[config.mk]
export PLATFORM = sky130hd
export DESIGN_NAME = ldd_trig_sched
export DESIGN_NICKNAME = d
export VERILOG_FILES = /design/src/rtl/ldd_pkg.sv /design/src/rtl/ldd_period_cnt.sv /design/src/rtl/ldd_trig_sched.sv
export SDC_FILE = /design/constraint.sdc
export NUM_CORES = 1
export LEC_CHECK = 0
export CORE_MARGIN = 3
export CORE_UTILIZATION = 30
export DETAILED_ROUTE_END_ITERATION = 8
export GPL_TIMING_DRIVEN = 0
export PLACE_DENSITY = 0.52
export SYNTH_ARGS = -nofsm -noshare
export SYNTH_HDL_FRONTEND = slang
export SYNTH_SLANG_ARGS = --single-unit
[constraint.sdc]
create_clock -name clk200 -period 7.06 [get_ports clk200]
set_clock_uncertainty 0.05 [all_clocks]
set_input_delay 1.412 -clock clk200 [delete_from_list [all_inputs] [get_ports clk200]]
set_output_delay 1.412 -clock clk200 [all_outputs]
set_load 0.03 [all_outputs]
[src/rtl/ldd_pkg.sv]
// Shared definitions for the LDD capture-path blocks.
//   state_e      : shot scheduler FSM states
//   DEF_*        : default widths (width select, payload, period, shot count)
//   MIN_PER      : shortest legal shot period in clk200 cycles
package ldd_pkg;

  localparam int DEF_TOP0_0 = 3;
  localparam int DEF_LDD0_0 = 32;
  localparam int DEF_PER_W  = 24;
  localparam int DEF_CNT_W  = 16;

  localparam int MIN_PER = 2;

  typedef enum logic [2:0] {
    ST_IDLE     = 3'd0,
    ST_WAIT_RDY = 3'd1,
    ST_FIRE     = 3'd2,
    ST_GAP      = 3'd3,
    ST_FIN      = 3'd4
  } state_e;

endpackage

[src/rtl/ldd_period_cnt.sv]
// Loadable down-counter with a one-cycle expire strobe.
//   clk, rst  : clock, synchronous active-high reset
//   load      : load load_val and start counting (wins over decrement)
//   clear     : stop counting without expiring (wins over load)
//   load_val  : number of idle cycles before expire is raised
//   expire    : high for one cycle when the running count reaches zero
// With load_val = N the strobe is high in the (N+1)th cycle after the load edge.
module ldd_period_cnt #(
  parameter int W = 24
) (
  input  logic         clk,
  input  logic         rst,
  input  logic         load,
  input  logic         clear,
  input  logic [W-1:0] load_val,
  output logic         expire
);

  logic [W-1:0] cnt_d, cnt_q;
  logic         act_d, act_q;

  always_comb begin
    cnt_d = cnt_q;
    act_d = act_q;
    if (clear) begin
      act_d = 1'b0;
    end else if (load) begin
      cnt_d = load_val;
      act_d = 1'b1;
    end else if (act_q) begin
      if (cnt_q == '0) act_d = 1'b0;
      else             cnt_d = cnt_q - W'(1);
    end
  end

  assign expire = act_q && (cnt_q == '0);

  always_ff @(posedge clk) begin
    if (rst) begin
      cnt_q <= '0;
      act_q <= 1'b0;
    end else begin
      cnt_q <= cnt_d;
      act_q <= act_d;
    end
  end

endmodule

[src/rtl/ldd_trig_sched.sv]
// Capture-path shot scheduler: fires a programmed burst of cap_trig pulses
// at a fixed period, gated by the driver's capr_rdy.
//   clk200, rst            : clock, synchronous active-high reset
//   cap_mode               : capture enable; dropping it aborts the burst
//   cfg_start / cfg_stop   : one-cycle start / abort requests
//   cfg_wdis, cfg_plus     : payload, latched at start
//   cfg_period, cfg_count  : shot period (clamped to >= 2), shots (0 = endless)
//   capr_rdy               : driver ready for the next trigger
//   cap_trig               : one-cycle shot strobe
//   cap_wdis, cap_plus     : latched payload, stable while busy
//   busy, done, aborted    : burst status; aborted qualifies done
//   shot_cnt, miss_err     : shots fired, sticky late-shot flag
//   state_dbg              : current FSM state
// Handshake: a shot is only launched from WAIT_RDY or at GAP expiry, and only
// when capr_rdy is 1 in that cycle; capr_rdy is ignored everywhere else.
// Timing: FIRE lasts one cycle, GAP lasts P-1 cycles, so trigs are P apart.
module ldd_trig_sched
  import ldd_pkg::*;
#(
  parameter int TOP0_0 = DEF_TOP0_0,
  parameter int LDD0_0 = DEF_LDD0_0,
  parameter int PER_W  = DEF_PER_W,
  parameter int CNT_W  = DEF_CNT_W
) (
  input  logic              clk200,
  input  logic              rst,
  input  logic              cap_mode,
  input  logic              cfg_start,
  input  logic              cfg_stop,
  input  logic [TOP0_0-1:0] cfg_wdis,
  input  logic [LDD0_0-1:0] cfg_plus,
  input  logic [PER_W-1:0]  cfg_period,
  input  logic [CNT_W-1:0]  cfg_count,
  input  logic              capr_rdy,
  output logic              cap_trig,
  output logic [TOP0_0-1:0] cap_wdis,
  output logic [LDD0_0-1:0] cap_plus,
  output logic              busy,
  output logic              done,
  output logic              aborted,
  output logic [CNT_W-1:0]  shot_cnt,
  output logic              miss_err,
  output state_e            state_dbg
);

  state_e            state_d, state_q;
  logic              trig_d, trig_q;
  logic [TOP0_0-1:0] wdis_d, wdis_q;
  logic [LDD0_0-1:0] plus_d, plus_q;
  logic              busy_d, busy_q;
  logic              done_d, done_q;
  logic              aborted_d, aborted_q;
  logic [CNT_W-1:0]  shot_cnt_d, shot_cnt_q;
  logic              miss_err_d, miss_err_q;
  logic [PER_W-1:0]  per_d, per_q;
  logic [CNT_W-1:0]  lim_d, lim_q;

  logic abort;
  logic per_load;
  logic per_expire;

  // Abort is checked before the state case so it beats FIRE and completion.
  assign abort = (state_q != ST_IDLE) && (cfg_stop || !cap_mode);

  always_comb begin
    state_d    = state_q;
    trig_d     = 1'b0;
    done_d     = 1'b0;
    aborted_d  = 1'b0;
    busy_d     = busy_q;
    wdis_d     = wdis_q;
    plus_d     = plus_q;
    per_d      = per_q;
    lim_d      = lim_q;
    shot_cnt_d = shot_cnt_q;
    miss_err_d = miss_err_q;
    per_load   = 1'b0;

    if (abort) begin
      state_d   = ST_IDLE;
      done_d    = 1'b1;
      aborted_d = 1'b1;
      busy_d    = 1'b0;
    end else begin
      case (state_q)
        ST_IDLE: begin
          if (cfg_start && cap_mode && !cfg_stop) begin
            wdis_d     = cfg_wdis;
            plus_d     = cfg_plus;
            per_d      = (cfg_period < PER_W'(MIN_PER)) ? PER_W'(MIN_PER) : cfg_period;
            lim_d      = cfg_count;
            shot_cnt_d = '0;
            miss_err_d = 1'b0;
            busy_d     = 1'b1;
            state_d    = ST_WAIT_RDY;
          end
        end
        ST_WAIT_RDY: begin
          if (capr_rdy) state_d = ST_FIRE;
        end
        ST_FIRE: begin
          trig_d     = 1'b1;
          shot_cnt_d = shot_cnt_q + CNT_W'(1);
          per_load   = 1'b1;
          state_d    = ST_GAP;
        end
        ST_GAP: begin
          if (per_expire) begin
            if ((lim_q != '0) && (shot_cnt_q == lim_q)) begin
              state_d = ST_FIN;
            end else if (capr_rdy) begin
              state_d = ST_FIRE;
            end else begin
              miss_err_d = 1'b1;
              state_d    = ST_WAIT_RDY;
            end
          end
        end
        ST_FIN: begin
          done_d  = 1'b1;
          busy_d  = 1'b0;
          state_d = ST_IDLE;
        end
        default: state_d = ST_IDLE;
      endcase
    end
  end

  // GAP must last P-1 cycles: the counter idles P-2 cycles, then expires.
  ldd_period_cnt #(
    .W (PER_W)
  ) u_period_cnt (
    .clk      (clk200),
    .rst      (rst),
    .load     (per_load),
    .clear    (abort),
    .load_val (per_q - PER_W'(MIN_PER)),
    .expire   (per_expire)
  );

  always_ff @(posedge clk200) begin
    if (rst) begin
      state_q    <= ST_IDLE;
      trig_q     <= 1'b0;
      wdis_q     <= '0;
      plus_q     <= '0;
      busy_q     <= 1'b0;
      done_q     <= 1'b0;
      aborted_q  <= 1'b0;
      shot_cnt_q <= '0;
      miss_err_q <= 1'b0;
      per_q      <= '0;
      lim_q      <= '0;
    end else begin
      state_q    <= state_d;
      trig_q     <= trig_d;
      wdis_q     <= wdis_d;
      plus_q     <= plus_d;
      busy_q     <= busy_d;
      done_q     <= done_d;
      aborted_q  <= aborted_d;
      shot_cnt_q <= shot_cnt_d;
      miss_err_q <= miss_err_d;
      per_q      <= per_d;
      lim_q      <= lim_d;
    end
  end

  assign cap_trig  = trig_q;
  assign cap_wdis  = wdis_q;
  assign cap_plus  = plus_q;
  assign busy      = busy_q;
  assign done      = done_q;
  assign aborted   = aborted_q;
  assign shot_cnt  = shot_cnt_q;
  assign miss_err  = miss_err_q;
  assign state_dbg = state_q;

endmodule
==> results by group, run 1 <==
Outcome
  • Run status: complete, no violations

Final layout
  • Share of cells above drive strength 1: 0.05498
  • Fin cells: 1133
  • # diodes: 0
  • Nets@finish: about 950
  • Fillcell total: 1934
  • Area growth, synth to finish: 40.26%

Critical path
  • CP max stage cell: clkdlybuf4s50_1
  • Critical path arrival: 3.84 ns
  • Crit Path Category: in -> reg
  • Critical Path Source Type: input pin
  • CP top delay family: buffers and inverters
  • Critical path's largest stage delay: 0.50 ns
  • Crit-path cells: clkdlybuf4s50_1 -> nor2b_1 -> clkbuf_1 -> and3_1 -> clkbuf_1 -> buf_1 -> nand2_1 -> a21oi_1
  • Crit path buffers/inverters: 4
  • Worst Path Max Fanout: 10
  • Reg2Reg Setup Slack: 4.45 ns
  • WP data required: 7.35 ns
  • Most used cell, CP: clkbuf_1
  • Crit path capture type: register

Clocking
  • Worst-path clk slew: 0.06 ns
  • Resize count post-CTS: 0
  • Clk root buf: clkbuf_16
  • Clk Latency, worst-skew pair: between 0.4 and 0.5 ns
  • Setup bufs post-CTS: 0
  • Total CTS buffers: 17
  • TritonCTS Sinks: 124
  • Hold_buf cts: 0
  • CTS H-tree lvls: 4
  • CTS tree: built
  • Deepest clock path buffer count: 2

Detailed routing
  • Drt via density: 4.961
  • DRT antenna net count: 0
  • Met3 routed WL: 1116 um
  • Max Used Layer: met4
  • Drt drc: 0
  • DR iter-0 viols: 380
  • Routed WL per cell: 16.21 um
  • TritonRoute pass-1 iters: 5
  • WL met2: 8032 um
  • WL final: about 18000 um
  • DR vias: 5621
  • M1 WL: roughly 9000 um

Yosys
  • Mapped Nets: 787
  • Sequential element share of the synthesized area: 0.4293
  • Synthesis Warnings: 0
  • Post-Synthesis Cells: between 700 and 800
  • Top FF cell, synth: dfxtp_1
  • Post-Syn Area: 0.005783 mm2
  • Async SR Flop Fraction: 0
  • Distinct cells, synth: 53
  • Synthesis-stage register bit count: 124
  • Average size of a mapped cell: 8.238 um2
  • Post-synth EDFFs: 0

Floorplan
  • Row cnt: 50
  • Die width: 144.8 um
  • Initial core utilization: 0.3071
  • Area of the core: 0.01883 mm2
  • Die area: between 0.02 and 0.025 mm2
  • Ports: 140
  • Die Height: 144.8 um

Global route
  • Largest net degree at the start of global routing: 17
  • Vias in the first global route: 5296
  • Initial antenna violation count: 0
  • Gr usage total: 0.1754
  • Overflow after GRT: 0
  • First-pass GRT wire length: 28890 um

Power
  • Clk pwr share: 0.493
  • Combinational Power Share: 0.110
  • Sequential Power Share: 0.397
  • Leak Pwr: 2.928 nW
  • PwrDens: 226.3 mW/mm2
  • Peak VDD IR: between 0.15 and 0.2 mV
  • Net Sw Frac: 0.2424
  • Net Sw Power: roughly 450 uW
  • Cell Int Power: 1.391 mW

Place
  • Placed cells: between 1000 and 1500
  • DPL Wire Length: 13920 um
  • Gpl congestion: 0.8333
  • I/O Buffers: 139

Timing
  • Setup violators final: 0
  • Worst slew pin tran: 0.6370 ns
  • Hold violation count in the final report: 0
  • Max Clk Rate: 0.2818 GHz
  • RSZ-0062 raised after global routing: no
  • Setup_tns: 0 ns
  • Max Slew Vio Count: 0
  • Final Cycle Share: 0.5026
  • Worst rel slew slack: 0.5754
  • Hold_ws: 0.4015 ns
  • Minimum clock period: 3.548 ns

Worst hold path
  • Worst Hold Class: reg -> reg

Job
  • Max-Cap Viols: 0
==> metrics by stage <==
step / utilization / total power, mW / setup WS (ns) / instance area [um2]
finish: 0.4308 / 1.836 / 3.512 / 8112
global route: 0.4308 / 1.901 / 3.270 / 8112
CTS: 0.4308 / 1.855 / 3.536 / 8112
detailed placement: 0.3983 / 0.9451 / 3.119 / 7500
global placement: 0.3983 / 0.9452 / 3.125 / 7500
floorplan: - / 0.8472 / 3.949 / 5783
==> cell type report <==
cell class                      instances  area, um2  share of cell area
Inverter                                9      33.78            0.004165
Multi-Input combinational cell        524       3088              0.3807
Clock buffer                           21      470.5             0.05800
Clock inverter                         11      141.4             0.01743
Tap cell                              260      325.3             0.04010
Timing Repair Buffer                  139       1391              0.1715
Sequential cell                       124       2482              0.3060
Buffer                                 45      178.9             0.02206
==> state kept, by name (all words and copies together), names as in the netlist <==
name and flops:
aborted 1, cap_plus 32, busy 1, u_period_cnt.cnt_q 24, cap_wdis 3, miss_err 1
per_q 24, cap_trig 1, lim_q 16, shot_cnt 16, u_period_cnt.act_q 1, state_dbg 3
done 1
==> Yosys cell counts (all sizes together) (8+ instances only) <==
cell type  instances  area share
xnor2             18       0.027
o21ai             22       0.019
nand3             10      0.0087
buf                8      0.0069
a211oi            14       0.019
nor3              21       0.020
or4                9       0.012
clkbuf            37       0.024
nand2            128       0.083
inv                9      0.0058
a31oi             10       0.011
or3               20       0.022
and3               8      0.0087
xor2              26       0.039
nor4              31       0.038
nor2              46       0.030
a21oi             64       0.055
nand4              9      0.0097
a22o              20       0.030
dfxtp            124        0.43
==> worst min-delay path, stage by stage (launching register included) <==
cell and delay [ns]:
dfxtp_1 0.30, nand2_1 0.05, a21oi_1 0.05
==> metal layers <==
metal  up-vias  global-route usage
met2       150              0.2566
met1      2588              0.2499
li1       2866                   -
met4         0             0.05253
met3        17             0.05094
met5         -                   0
==> cell usage in the layout (no fill, tap or decap), types with 8 or more instances in the layout <==
| cell type | n |
|---|---|
| clkdlybuf4s50_1 | 139 |
| nor2_1 | 46 |
| clkbuf_1 | 38 |
| dfxtp_1 | 124 |
| a21oi_1 | 64 |
| nand4_1 | 9 |
| o21ai_0 | 21 |
| a22o_1 | 20 |
| nor3_1 | 19 |
| and3_1 | 8 |
| a211oi_1 | 13 |
| nor4_1 | 28 |
| xnor2_1 | 18 |
| xor2_1 | 26 |
| or3_1 | 20 |
| nand3_1 | 10 |
| clkbuf_16 | 17 |
| or4_1 | 9 |
| inv_1 | 9 |
| nand2_1 | 128 |
| a31oi_1 | 10 |
==> power by group through the flow <==
| stage | combinational [mW] | clock (mW) | sequential (mW) |
|---|---|---|---|
| 4_1_cts | 0.203 | 0.924 | 0.728 |
| 3_5_place_dp | 0.202 | 0 | 0.743 |
| 2_1_floorplan | 0.0921 | 0 | 0.755 |
| 5_1_grt | 0.221 | 0.949 | 0.730 |
| 3_3_place_gp | 0.202 | 0 | 0.743 |
| 6_report | 0.203 | 0.905 | 0.728 |
==> path summary, 6_finish.rpt <==
check | from | to | cells after the start
worst min register to register | cap_plus[28] | cap_plus[28] | 2
worst max register to register | per_q[1] | u_period_cnt.cnt_q[17] | 8
worst min-delay path | cap_plus[28] | cap_plus[28] | 2
worst max-delay path | cap_mode | cap_wdis[0] | 8
==> cell families (layout without fill, tap and decap cells) <==
family                   Yosys count  in the layout  share of synthesized area
AO/OA/AOI/OAI                    166            166                     0.1863
flip-flops                       124            124                     0.4293
multiplexers                       3              3                   0.005409
buffers and inverters             54            225                    0.03678
XOR/XNOR                          44             44                    0.06664
adder cells (fa/ha/maj)            4              4                   0.008655
AND/OR/NAND/NOR                  307            307                     0.2670
Note: power is estimated with default switching activity, not from simulation.
==> run 2, diff against run 1 <==
--- a/config.mk
+++ b/config.mk
@@ -9,7 +9,7 @@
 export CORE_UTILIZATION = 30
 export DETAILED_ROUTE_END_ITERATION = 8
 export GPL_TIMING_DRIVEN = 0
-export PLACE_DENSITY = 0.52
+export PLACE_DENSITY = 0.54
 export SYNTH_ARGS = -nofsm -noshare
 export SYNTH_HDL_FRONTEND = slang
 export SYNTH_SLANG_ARGS = --single-unit
==> constraint.sdc (replaced) <==
create_clock -name clk200 -period 3 [get_ports clk200]
set_clock_uncertainty 0.05 [all_clocks]
set_input_delay 0.6 -clock clk200 [delete_from_list [all_inputs] [get_ports clk200]]
set_output_delay 0.6 -clock clk200 [all_outputs]
set_load 0.03 [all_outputs]
==> results by group, run 2 (same netlist as run 1, synthesis figures left out) <==
Detailed routing
  • DR iter-0 viols: 399
  • TritonRoute pass-1 iters: 5
  • Drt via density: about 5.0
  • Routed WL per cell: 15.96 um
  • DRT antenna net count: 0
  • WL final: 18080 um
  • DR vias: 5630
  • Drt drc: 0

Final layout
  • Fillcell total: 1934
  • Nets@finish: between 900 and 1000
  • Share of cells above drive strength 1: 0.05613
  • # diodes: 0
  • Fin cells: 1133
  • Area growth, synth to finish: 40.31%
  • Most frequent cells in the layout: 139 x clkdlybuf4s50_1, 128 x nand2_1, 124 x dfxtp_1
  • Max reg flops: 32
  • Final core utilization: 0.4309
  • Leading cell type in the layout, fill and taps excluded: clkdlybuf4s50_1

Worst hold path
  • Min-Delay Endpoint: cap_plus[10]
  • Worst hold stages: 2
  • Worst hold start: cap_plus[10]
  • Worst Hold Class: reg -> reg

Critical path
  • Worst R2R End: u_period_cnt.cnt_q[17]
  • Crit Path Category: in -> reg
  • Reg2Reg Setup Slack: between 0.3 and 0.4 ns
  • Worst-case reg-to-reg path depth: 8
  • Worst Path Max Fanout: 10
  • Critical Path Source Type: input pin
  • Critical path arrival: 3.03 ns
  • WP data required: 3.29 ns
  • Worst R2R Start: per_q[1]
  • Crit path capture type: register

Place
  • Setup WS pre-CTS: -0.1429 ns
  • DPL Wire Length: approximately 14000 um
  • I/O Buffers: ~140
  • Placed cells: between 1000 and 1500
  • Gpl congestion: 0.8474

Global route
  • Overflow after GRT: 0
  • Initial antenna violation count: 0
  • Gr usage total: 0.1721
  • Vias in the first global route: about 5200
  • Largest net degree at the start of global routing: 17
  • First-pass GRT wire length: ~28000 um

Power
  • Sequential Power Share: 0.396
  • Clk pwr share: 0.495
  • PwrDens: ~530 mW/mm2
  • Combinational Power Share: 0.109
  • Leak Pwr: 2.910 nW
  • Net Sw Power: 1.100 mW
  • Peak VDD IR: about 0.38 mV
  • Total power: approximately 4.3 mW
  • Cell Int Power: 3.226 mW
  • Net Sw Frac: 0.2543

Floorplan
  • Die Height: 144.8 um
  • Area of the core: 0.01883 mm2
  • Die width: 144.8 um
  • Row cnt: 50
  • Initial core utilization: 0.3071
  • Ports: 140
  • Die area: 0.02098 mm2

Clocking
  • TritonCTS Sinks: 124
  • CTS H-tree lvls: 4
  • Setup bufs post-CTS: 0
  • Clk root buf: clkbuf_16
  • Total CTS buffers: 17
  • Deepest clock path buffer count: 2
  • Clk Latency, worst-skew pair: 0.42 ns
  • CTS tree: built
  • Hold_buf cts: 0
  • Resize count post-CTS: 0
  • Worst-path clk slew: 0.06 ns

Timing
  • Hold_ws: 0.4021 ns
  • Setup violators final: 0
  • Hold violation count in the final report: 0
  • Worst rel slew slack: 0.5729
  • Final Cycle Share: 0.9131
  • Worst slew pin tran: between 0.6 and 0.7 ns
  • Minimum clock period: 2.739 ns
  • Setup ws final: 0.2606 ns
  • Max Clk Rate: 0.3650 GHz
  • Max Slew Vio Count: 0
  • RSZ-0062 raised after global routing: no

Job
  • Max-Cap Viols: 0

Outcome
  • Run status: complete, no violations
run 2: stage by stage:
| step | setup TNS [ns] | area (um2) |
|---|---|---|
| 2_1_floorplan | 0 | 5783 |
| 4_1_cts | 0 | 8114 |
| 5_1_grt | 0 | 8114 |
| 3_3_place_gp | -5.640 | 7500 |
| 3_5_place_dp | -5.369 | 7500 |
| 6_report | 0 | 8114 |
run 2: worst max path at each step:
stage	to	slack (ns)	from
CTS	cap_plus[20]	0.27	cap_mode
global route	cap_plus[19]	0.04	cap_mode
floorplan	shot_cnt[11]	0.67	state_dbg[0]
detailed placement	cap_plus[6]	-0.14	cap_mode
global placement	per_q[21]	-0.14	cap_mode
finish	cap_plus[12]	0.26	cap_mode
run 2: final cells by class:
class / count / area, um2 / area share
clock inverter: 15 / 188.9 / 0.02328
clock buffer: 17 / 425.4 / 0.05243
multi-input combinational: 524 / 3088 / 0.3806
inverter: 9 / 33.78 / 0.004163
timing repair buffer: 139 / 1391 / 0.1715
sequential: 124 / 2482 / 0.3059
tap: 260 / 325.3 / 0.04009
buffer: 45 / 178.9 / 0.02205
run 2: power groups by stage:
| stage | Combinational [mW] | Clock [mW] | Sequential [mW] |
|---|---|---|---|
| 6_report | 0.471 | 2.14 | 1.71 |
| 5_1_grt | 0.515 | 2.26 | 1.72 |
| 4_1_cts | 0.473 | 2.18 | 1.71 |
| 3_5_place_dp | 0.470 | 0 | 1.75 |
| 3_3_place_gp | 0.470 | 0 | 1.75 |
| 2_1_floorplan | 0.217 | 0 | 1.78 |
run 2: metal layers:
layer | track usage | vias to the layer above | wire length (um)
li1 | - | 2867 | -
met1 | 0.2444 | 2586 | 8944
met2 | 0.2524 | 160 | 7753
met3 | 0.05389 | 17 | 1183
met4 | 0.04615 | 0 | 201
met5 | 0 | - | 0
run 2: worst max-delay path, cell delays in order:
cell	delay, ns
clkdlybuf4s50_1	0.49
nor2b_1	0.22
clkbuf_1	0.35
and3_1	0.30
clkbuf_1	0.40
buf_1	0.43
nand2_1	0.10
a21oi_1	0.14
==> run 3, diff against run 2 <==
--- a/config.mk
+++ b/config.mk
@@ -9,6 +9,7 @@
 export CORE_UTILIZATION = 30
 export DETAILED_ROUTE_END_ITERATION = 8
 export GPL_TIMING_DRIVEN = 0
+export HOLD_SLACK_MARGIN = 0.06
 export PLACE_DENSITY = 0.54
 export SYNTH_ARGS = -nofsm -noshare
 export SYNTH_HDL_FRONTEND = slang
==> results of run 3 <==
The final DEF is identical to that of run 2; final timing and power are the same.
==> patch 1: new RTL, config.mk and constraints of run 2 <==
Register the output `shot_cnt` once more, without a reset; this adds one clock of latency there. The other outputs are not delayed to match.
--- a/src/rtl/ldd_trig_sched.sv
+++ b/src/rtl/ldd_trig_sched.sv
@@ -174,3 +174,5 @@
   assign aborted   = aborted_q;
-  assign shot_cnt  = shot_cnt_q;
+  always_ff @(posedge clk200) begin
+    shot_cnt <= shot_cnt_q;
+  end
   assign miss_err  = miss_err_q;
Formal check against the unedited RTL: not equivalent (Yosys sat finds a counterexample within 4 cycles, from zero or initial values and one cycle with rst high).
==> patch 1 against run 2 <==
Non-clock buffer count decreased by 6; power increased by 6.3%; routed wire length is 5.3% higher; worst setup slack gained 0.12 ns; final cell count grew 0.35%; synthesized area up 6.7%; clock power rose by 2%; final area rose by 4.7%; global-route usage rose by 0.24 points; sequential power is 13% higher; sequential cell count grew 16; count of clock-buffer cells in the layout unchanged; critical path type unchanged; largest cell class unchanged.
==> patch 1: results (changes against run 2) <==
stage;metric;value;unit;change
outcome;status;finished clean;;unchanged
finish;finish.net_count;944;;was 945
detailed_routing;routed_wl;19.05;mm;was 18.08 mm
synthesis;netlist-cell-type-count;64;;was 53
synthesis;synth.yosys.seq_area_share;0.4543;;was 0.4293
finish;final_core_utilization;0.4283;;was 0.4309
timing;timing.max_slew.rel_slack;0.5476;;was 0.5729
power_and_ir_drop;pleak;3.066;nW;was 2.910 nW
setup_path;path_delay_family;simple AND/OR/NAND/NOR gates;;was buffers and inverters
finish;ff_latch_area;0.002803;mm^2;was 0.002482 mm^2
synthesis;muxShareOfSynthArea;0.001825;;was 0.005409
finish;multi_input_area;0.003158;mm^2;was 0.003088 mm^2
synthesis;synth.top_cells.by_area;sky130_fd_sc_hd__dfxtp_1 45%, sky130_fd_sc_hd__nand2_1 7.4%, sky130_fd_sc_hd__a21oi_1 5.3%;;was sky130_fd_sc_hd__dfxtp_1 43%, sky130_fd_sc_hd__nand2_1 8.3%, sky130_fd_sc_hd__a21oi_1 5.5%
synthesis;synth.yosys.warnings;0;;unchanged
global_routing;first_global_vias;5643;;was 5194
detailed_routing;wire_per_inst;16.75;um;was 15.96 um
place;weighted_congestion_at_the_end_of_routability_driven_global_placement;0.8193;;was 0.8474
detailed_routing;initial_drt_markers;382;;was 399
finish;buffer_area_frac;0.1833;;was 0.1935
die;number_of_rows_in_the_core_area;51;;was 50
synthesis;complex_gate_fraction_of_the_synthesized_area;0.1809;;was 0.1863
place;placedInstanceArea;0.007883;mm^2;was 0.007500 mm^2
setup_path;crit_path_max_incr_delay;0.52;ns;was 0.49 ns
power_and_ir_drop;peakVddDrop;0.4005;mV;was 0.3839 mV
global_routing;wire_length_of_the_first_global_routing_pass;30.69;mm;was 28.32 mm
synthesis;postSynthRegisterBits;140;;was 124
finish;multiInputCombCellCount;512;;was 524
place;detailedPlacementHpwl;14.20;mm;was 13.57 mm
finish;number_of_non_clock_buffers_in_the_layout;178;;was 184
finish;layout-drive-gt1-share;0.07110;;was 0.05613
synthesis;post_synthesis_share_of_cell_area_spent_on_full_adders_half_adders_and_majority_gates;0.008112;;was 0.008654
global_routing;groute.usage.overall;0.1745;;was 0.1721
finish;clock_tree_area_fraction;0.07199;;was 0.07571
place;port_buffers;138;;was 139
setup_path;crit_arrival;2.84;ns;was 3.03 ns
finish;nNonClkInverters;10;;was 9
power_and_ir_drop;switching_share;0.2507;;was 0.2543
place;dp_worst_setup_slack;-0.3721;ns;was -0.1429 ns
detailed_routing;detailedRoute.firstPassIterationCount;6;;was 5
place;place.detailed.instances;1105;;was 1101
finish;fill_cell_total_of_the_finished_layout;1998;;was 1934
-- patch 1: worst paths after layout --
| kind | end | slack (ns) | cells past startpoint | start |
|---|---|---|---|---|
| hold / removal | shot_cnt[3] | 0.33 | 0 | shot_cnt_q[3] |
| setup reg to reg | u_period_cnt.cnt_q[21] | 0.57 | 7 | per_q[1] |
| setup / recovery | u_period_cnt.cnt_q[21] | 0.38 | 6 | cap_mode |
| hold reg to reg | shot_cnt[3] | 0.33 | 0 | shot_cnt_q[3] |
-- patch 1: power groups by stage --
stage               clock network (mW)  registers [mW]  logic, mW
CTS                               2.23            1.93      0.479
global route                      2.31            1.94      0.524
detailed placement                   0            1.97      0.477
finish                            2.19            1.93      0.477
floorplan                            0            2.00      0.221
global placement                     0            1.97      0.477
-- patch 1: layer usage --
metal,part of all wire,vias to the layer above,GRT usage
met1,0.48,2638,0.2363
met2,0.43,172,0.2559
met5,0,-,0
met3,0.088,8,0.07627
li1,-,2860,-
met4,0.0061,0,0.04256
==> patch 2: new RTL, settings of run 2 <==
Made on the original files. `DEF_PER_W`: 24 -> 28.
--- a/src/rtl/ldd_pkg.sv
+++ b/src/rtl/ldd_pkg.sv
@@ -8,3 +8,3 @@
   localparam int DEF_LDD0_0 = 32;
-  localparam int DEF_PER_W  = 24;
+  localparam int DEF_PER_W  = 28;
   localparam int DEF_CNT_W  = 16;
Interface: changed (resized cfg_period); port bits go from 140 to 144. The function was not compared with the original's and may differ.
==> patch 2 against run 2 <==
Sequential share of layout area is 0.47 points lower; power is 3.7% higher; final area is 8.1% higher; sequential cell count is 8 higher; worst setup slack worse by 0.072 ns; register-to-register slack worse by 0.14 ns; synthesized area is 10% higher; sequential power is 7% higher; largest cell class unchanged; count of clock-buffer cells in the layout is 2 higher; largest power group unchanged; final cell count is 7.8% higher; routed wire length is 19% higher.
==> patch 2: results (changes against run 2) <==
stage;metric;value;unit;change
synthesis;synth.yosys.seq_area_share;0.4149;;was 0.4293
finish;final_core_utilization;0.4267;;was 0.4309
setup_path;timing.critical_path.slowest_stage_cell;sky130_fd_sc_hd__or4b_2;;was sky130_fd_sc_hd__clkdlybuf4s50_1
global_routing;globalRouteMet1Util;0.2661;;was 0.2444
timing;timing.max_slew.rel_slack;0.4743;;was 0.5729
cts;post-cts-setup-buffers;0;;unchanged
power_and_ir_drop;pleak;3.136;nW;was 2.910 nW
setup_path;crit_path_max_incr_delay;0.65;ns;was 0.49 ns
place;placedInstanceArea;0.008138;mm^2;was 0.007500 mm^2
place;dp_worst_setup_slack;-0.5961;ns;was -0.1429 ns
place;place.detailed.instances;1189;;was 1101
setup_path;crit_arrival;3.11;ns;was 3.03 ns
synthesis;synth.top_cells.by_count;132 x sky130_fd_sc_hd__dfxtp_1, 128 x sky130_fd_sc_hd__nand2_1, 69 x sky130_fd_sc_hd__a21oi_1, 50 x sky130_fd_sc_hd__nor2_1, 41 x sky130_fd_sc_hd__clkbuf_1;;was 128 x sky130_fd_sc_hd__nand2_1, 124 x sky130_fd_sc_hd__dfxtp_1, 64 x sky130_fd_sc_hd__a21oi_1, 46 x sky130_fd_sc_hd__nor2_1, 37 x sky130_fd_sc_hd__clkbuf_1
synthesis;synthesis.nets;865;;was 787
cts;cts_repair_resize_count;4;;was 0
finish;layout-drive-gt1-share;0.06099;;was 0.05613
synthesis;syn_inst;776;;was 702
place;port_buffers;143;;was 139
synthesis;synth.top_cells.by_area;sky130_fd_sc_hd__dfxtp_1 41%, sky130_fd_sc_hd__nand2_1 7.5%, sky130_fd_sc_hd__a21oi_1 5.4%;;was sky130_fd_sc_hd__dfxtp_1 43%, sky130_fd_sc_hd__nand2_1 8.3%, sky130_fd_sc_hd__a21oi_1 5.5%
outcome;status;finished clean;;unchanged
global_routing;first_global_vias;6021;;was 5194
place;weighted_congestion_at_the_end_of_routability_driven_global_placement;0.8738;;was 0.8474
setup_path;path_delay_family;simple AND/OR/NAND/NOR gates;;was buffers and inverters
detailed_routing;wire_per_inst;17.70;um;was 15.96 um
place;detailedPlacementHpwl;16.31;mm;was 13.57 mm
detailed_routing;routed_wl;21.61;mm;was 18.08 mm
finish;finish.net_count;1027;;was 945
global_routing;wire_length_of_the_first_global_routing_pass;34.11;mm;was 28.32 mm
global_routing;groute.usage.overall;0.1889;;was 0.1721
detailed_routing;met2_length;9.783;mm;was 7.753 mm
global_routing;gr-usage-met2;0.2909;;was 0.2524
==> patch 2: cell types whose count changed after synthesis, moves of 5 or more <==
cell	before	now
sky130_fd_sc_hd__o211ai_1	3	8
sky130_fd_sc_hd__nor3b_1	1	6
sky130_fd_sc_hd__nor4_1	28	36
sky130_fd_sc_hd__nand3_1	10	16
sky130_fd_sc_hd__dfxtp_1	124	132
sky130_fd_sc_hd__a211oi_1	13	7
sky130_fd_sc_hd__a22o_1	20	27
sky130_fd_sc_hd__a311oi_1	5	12
sky130_fd_sc_hd__or4_1	9	21
sky130_fd_sc_hd__inv_1	9	16
sky130_fd_sc_hd__a21oi_1	64	69
==> patch 2: power breakdown <==
part	switching, mW	leakage, nW	internal [mW]
Sequential	0.0360	1.07	1.79
Combinational	0.294	1.77	0.242
Clock	0.842	0.292	1.28
Total	1.17	3.14	3.32
==> patch 2: final timing paths <==
check / startpoint / end / slack [ns] / cells past startpoint
setup reg to reg: u_period_cnt.cnt_q[7] / u_period_cnt.cnt_q[11] / 0.23 / 8
hold / removal: cap_plus[25] / cap_plus[25] / 0.40 / 2
hold reg to reg: cap_plus[25] / cap_plus[25] / 0.40 / 2
setup / recovery: cap_mode / u_period_cnt.cnt_q[23] / 0.19 / 7
==> patch 2: cell families after synthesis <==
logic type                 synth area share
DFF                                  0.4149
buffers and inverters               0.03949
muxes                              0.001572
xor gates and xnor gates            0.05639
AOI/OAI and AO/OA                    0.2045
adders and majority gates          0.007859
and+or+nand+nor                      0.2753
==> patch 2: cell type report <==
class / instances / area [um^2]
clock inverter: 13 / 148.9
clock buffer: 19 / 452.9
sequential: 132 / 2643
fill: 2144 / 11790
buffer: 49 / 192.7
inverter: 16 / 60.06
multi-input combinational: 579 / 3506
timing repair buffer: 143 / 1431
tap: 270 / 337.8
